`config.mk`:
```
export PLATFORM = sky130hd
export DESIGN_NAME = vga_rx
export DESIGN_NICKNAME = d
export VERILOG_FILES = /design/src/rtl/vga_rx.sv
export SDC_FILE = /design/constraint.sdc
export NUM_CORES = 1
export LEC_CHECK = 0
export BUFFER_PORTS_ARGS = -buffer_cell sky130_fd_sc_hd__buf_2
export CORE_MARGIN = 2
export CORE_UTILIZATION = 45
export CTS_CLUSTER_SIZE = 28
export DETAILED_ROUTE_END_ITERATION = 6
export PLACE_DENSITY = 0.67
export SYNTH_ARGS = -nofsm -noshare
export SYNTH_HDL_FRONTEND = slang
export SYNTH_SLANG_ARGS = --single-unit
```
`constraint.sdc`:
```
create_clock -name clk -period 5.1 [get_ports clk]
set_clock_uncertainty 0.15 [all_clocks]
set_input_delay 0.51 -clock clk [delete_from_list [all_inputs] [get_ports clk]]
set_output_delay 0.51 -clock clk [all_outputs]
set_load 0.01 [all_outputs]
```
`src/rtl/vga_rx.sv`:
```
// Sync-edge driven VGA receiver: rebuilds pixel coordinates from hsync_n/vsync_n, emits tagged pixels and timing stats.
// Optional frame CRC over visible pixels is compiled in when VGA_RX_CRC_EN is defined.
module vga_rx #(
  parameter int H_VISIBLE = 640,
  parameter int H_BACK    = 48,
  parameter int H_TOTAL   = 800,
  parameter int V_VISIBLE = 480,
  parameter int V_BACK    = 33,
  parameter int V_TOTAL   = 525
) (
  input  logic       clk,
  input  logic       reset,
  input  logic       hsync_n,
  input  logic       vsync_n,
  input  logic [5:0] rgb,
  output logic       px_valid,
  output logic [9:0] px_x,
  output logic [9:0] px_y,
  output logic [5:0] px_rgb,
  output logic       px_sof,
  output logic       frame_done,
  output logic [9:0] line_len,
  output logic [9:0] frame_lines,
  output logic       locked,
  output logic [15:0] frame_crc
);

  localparam logic [9:0] H_LO  = 10'(H_BACK);
  localparam logic [9:0] H_HI  = 10'(H_BACK + H_VISIBLE);
  localparam logic [9:0] V_LO  = 10'(V_BACK);
  localparam logic [9:0] V_HI  = 10'(V_BACK + V_VISIBLE);
  localparam logic [9:0] H_TOT = 10'(H_TOTAL);
  localparam logic [9:0] V_TOT = 10'(V_TOTAL);
  localparam logic [9:0] SAT   = 10'h3FF;

  typedef enum logic [1:0] {SEEK, FRAME, DONE, WAIT} state_t;
  state_t state;

  logic       hs1, hs2, vs1, vs2;
  logic [5:0] rgb1;
  logic [9:0] hcnt, vcnt;
  logic [9:0] hcnt_cur, vcnt_cur, x_cur, y_cur;
  logic       hrise, vrise, vfall, emit;

  assign hrise = hs1 & ~hs2;
  assign vrise = vs1 & ~vs2;
  assign vfall = ~vs1 & vs2;

  // hcnt/vcnt hold the position of the previous stage-1 sample; *_cur is the one now in stage 1
  always_comb begin
    hcnt_cur = hrise ? 10'd0 : ((hcnt == SAT) ? hcnt : hcnt + 10'd1);
    vcnt_cur = vcnt;
    if (vrise)
      vcnt_cur = 10'd0;
    else if (hrise && vcnt != SAT)
      vcnt_cur = vcnt + 10'd1;
    x_cur = hcnt_cur - H_LO;
    y_cur = vcnt_cur - V_LO;
    emit  = (state == FRAME) && (hcnt_cur >= H_LO) && (hcnt_cur < H_HI) &&
            (vcnt_cur >= V_LO) && (vcnt_cur < V_HI);
  end

  always_ff @(posedge clk) begin
    if (reset) begin
      hs1 <= 1'b1; hs2 <= 1'b1; vs1 <= 1'b1; vs2 <= 1'b1;
      rgb1 <= '0; hcnt <= '0; vcnt <= '0;
      px_valid <= 1'b0; px_x <= '0; px_y <= '0; px_rgb <= '0; px_sof <= 1'b0;
      frame_done <= 1'b0; line_len <= '0; frame_lines <= '0; locked <= 1'b0;
      state <= SEEK;
    end else begin
      hs1 <= hsync_n; hs2 <= hs1;
      vs1 <= vsync_n; vs2 <= vs1;
      rgb1 <= rgb;
      hcnt <= hcnt_cur;
      vcnt <= vcnt_cur;
      if (hrise)
        line_len <= (hcnt == SAT) ? SAT : hcnt + 10'd1;
      px_valid <= emit;
      px_sof   <= emit && (x_cur == 10'd0) && (y_cur == 10'd0);
      if (emit) begin
        px_x   <= x_cur;
        px_y   <= y_cur;
        px_rgb <= rgb1;
      end
      frame_done <= 1'b0;
      case (state)
        SEEK: if (vrise) state <= FRAME;
        FRAME: begin
          // a counter pinned at full scale means a sync has gone missing
          if (hcnt_cur == SAT || vcnt_cur == SAT) begin
            state  <= SEEK;
            locked <= 1'b0;
          end else if (vfall) begin
            state <= DONE;
          end
        end
        DONE: begin
          frame_done  <= 1'b1;
          frame_lines <= vcnt;
          locked      <= (vcnt == V_TOT) && (line_len == H_TOT);
          state       <= WAIT;
        end
        default: if (vrise) state <= FRAME;
      endcase
    end
  end

`ifdef VGA_RX_CRC_EN
  logic [15:0] crc;

  function automatic logic [15:0] crc_byte(input logic [15:0] c, input logic [7:0] d);
    logic [15:0] r;
    r = c;
    for (int i = 7; i >= 0; i--)
      r = (r[15] ^ d[i]) ? ((r << 1) ^ 16'h1021) : (r << 1);
    return r;
  endfunction

  always_ff @(posedge clk) begin
    if (reset) begin
      crc       <= 16'hFFFF;
      frame_crc <= '0;
    end else begin
      if (vrise)
        crc <= 16'hFFFF;
      else if (emit)
        crc <= crc_byte(crc, {2'b00, rgb1});
      if (state == DONE)
        frame_crc <= crc;
    end
  end
`else
  assign frame_crc = 16'h0000;
`endif

endmodule

```
==> qor.txt <==
Detailed Place HPWL = 7.04 mm
Critical-path top delay cell = dfxtp_1
Vias in the first global route = 3264
CORE AREA = 9240 sq um
Register area share after synthesis = 38.4%
DRT antenna net count = 0
Die area = 10300 sq um
Worst Path Buf+Inv = 2
Clock slew at reported path FFs = 0.09 ns
Die Wd = 101 microns
Kind of cell adding the most delay to the critical path = compound AO/OA/AOI/OAI gates
Fin cells = 650
Die height = 101 microns
Final nets = 537
Deepest clock path buffer count = 2
CP Cell Sequence = ha_1 > and4_4 > a31oi_2 > xnor2_1 > nor2_1 > inv_1 > ha_1 > o31ai_1 > o41ai_1 > a21bo_1 > a211oi_4 > buf_4 > and2_1 > o2111a_1
Total gr overflow = 0
Final hold violations = 0
Commonest non-fill, non-tap cell in the layout = dfxtp_1
Flop2flop setup slack = 1.17 ns
Fillers = 873
Synthesized area = 4270 sq um
Pwr dens = 277 nW/um^2
Max-slew headroom = 41.1%
Worst Path Arrival = 4.08 ns
DR iter-0 viols = 172
Fmax = 254 MHz
HP Class = in -> reg
Port Buffers = 59
Post-synth top area share = 38.4%
DRC Markers = 0
Ports = 76
Final worst-path cycle share = 77.1%
FF+latch count, synth = 82
Worst hold slack = 0.177 ns
Worst path required time = 5.25 ns
Min Tclk post-route = 3.93 ns
Initial Util = 46.2%
Worst-Margin Slew = 0.883 ns
Routed wire length = 10.0 mm
Top post-synthesis cells by area = dfxtp_1 38%, mux2i_1 6.8%, nor2_1 6.6%
Worst setup path class = reg -> reg
Via count = 3493
Status = finished, final reports clean
Ant diodes = 0
Synth async-reset ratio = 0%
Clk_lat worst skew = 0.36 ns
Post-synth EDFFs = 0
Leak pwr = 0.00188 uW
Tot GR Track Use = 20.5%
Main synth FF type = dfxtp_1
Final setup vio count = 0
Final Max Tran Viols = 0
CP peak stage delay = 0.54 ns
# H-tree levels = 3
Share of cells above drive strength 1 = 22.3%
Total CTS buffers = 9
Post-CTS Setup Bufs = 0
CP most frequent cell = ha_1
First-pass GRT wire length = 16.6 mm
Cts hold-fix bufs = 0
Max_cap viols = 0
Drt first pass iters = 4
Syn Inst Count = 469
Max FO, Critical Path = 23
Total power draw = 1320 uW
Max VDD drop = 170 uV
Number of synthesis warnings = 0
Initial antenna violation count = 0
Sink Count = 82
CTS tree = yes
Unique cell type count in the Yosys netlist = 75
RSZ-0062 raised after global routing = false
Drt via density = 5.37
Final TNS setup = 0 ns
Crit path launch type = register
Gpl congestion = 0.888
CP Capture Type = register
Avg Cell Area, Syn = 9.11 sq um
Resize count post-CTS = 0
Yosys top cell by area = dfxtp_1
Final Instance Area = 4770 sq um
FP Rows = 35
Root Buffer = clkbuf_8
Pin count of the biggest net entering global routing = 67
Placed cell area = 4540 sq um
Avg WL per Cell = 15.4 microns
Layout area overhead = 11.6%
Commonest non-fill, non-tap cells in the layout = 82 x dfxtp_1, 75 x nor2_1, 59 x buf_2
Dpl cells = 634
worst register-to-register path: stages, from the launching register on:
cell and delay, ns:
dfxtp_1 0.54, ha_1 0.40, and4_4 0.31, a31oi_2 0.16
xnor2_1 0.18, nor2_1 0.26, inv_1 0.13, ha_1 0.30
o31ai_1 0.14, o41ai_1 0.11, a21bo_1 0.24, a211oi_4 0.24
buf_4 0.34, and2_1 0.20, o2111a_1 0.18
cells in the mapped netlist, drive strengths merged, types with 6 or more instances:
master / count
mux2i: 29
clkbuf: 10
ha: 11
nand2: 36
nand2b: 6
nand3: 10
nor2b: 10
nor4: 7
inv: 9
o21ai: 12
a211oi: 16
buf: 31
nor2: 77
dfxtp: 82
a21oi: 13
xnor2: 10
and2: 6
nand4: 12
nor3: 12
metal layers:
layer / vias to the layer above / part of all wire [%] / track usage, %
met5: - / 0 / 0
met4: 0 / 1.7 / 6.96
met3: 15 / 5.5 / 4.42
met2: 118 / 44 / 31.4
met1: 1620 / 49 / 28.7
li1: 1740 / - / -
cells by family after synthesis:
family / after synthesis / synth area share [%]
and+or+nand+nor: 204 / 25.7
DFF: 82 / 38.4
AOI/OAI and AO/OA: 76 / 15.2
buffers and inverters: 50 / 7.03
muxes: 33 / 7.85
xor gates and xnor gates: 12 / 2.46
adders and majority gates: 11 / 3.22
other: 1 / 0.0878
final timing paths:
kind / from / to / cells after the start
worst max-delay path: vcnt[0] / px_sof / 14
worst min-delay path: vsync_n / vs1 / 2
worst max register to register: vcnt[0] / px_sof / 14
worst min register to register: px_x[3] / px_x[3] / 2
where the power goes:
| part | total [uW] | internal, uW | switching (uW) |
|---|---|---|---|
| clock | 542 | 293 | 249 |
| sequential | 665 | 653 | 12.6 |
| combinational | 113 | 41.7 | 71.0 |
cell type report:
class,instances,area [sq um],area share [%]
clock buffers,11,141,2.97
repair buffers,62,318,6.67
clock inverters,5,85.1,1.78
multi-input cells,352,2390,50.1
well taps,129,161,3.39
flip-flops and latches,82,1640,34.4
inverters,9,33.8,0.709
state kept, by name, indices dropped and copies added, names as in the netlist, 2 cells and up:
signal	flops
frame_lines	10
hcnt	10
line_len	10
px_x	10
px_y	10
vcnt	10
px_rgb	6
rgb1	6
state	2
per-stage QoR:
| stage | setup WS [ns] | utilization (%) |
|---|---|---|
| 6_report | 1.17 | 51.6 |
| 5_1_grt | 0.880 | 51.6 |
| 4_1_cts | 1.19 | 51.6 |
| 3_5_place_dp | 1.26 | 49.1 |
| 3_3_place_gp | 1.38 | 49.1 |
| 2_1_floorplan | 1.81 | - |
Power figures use the tool's default switching activity.
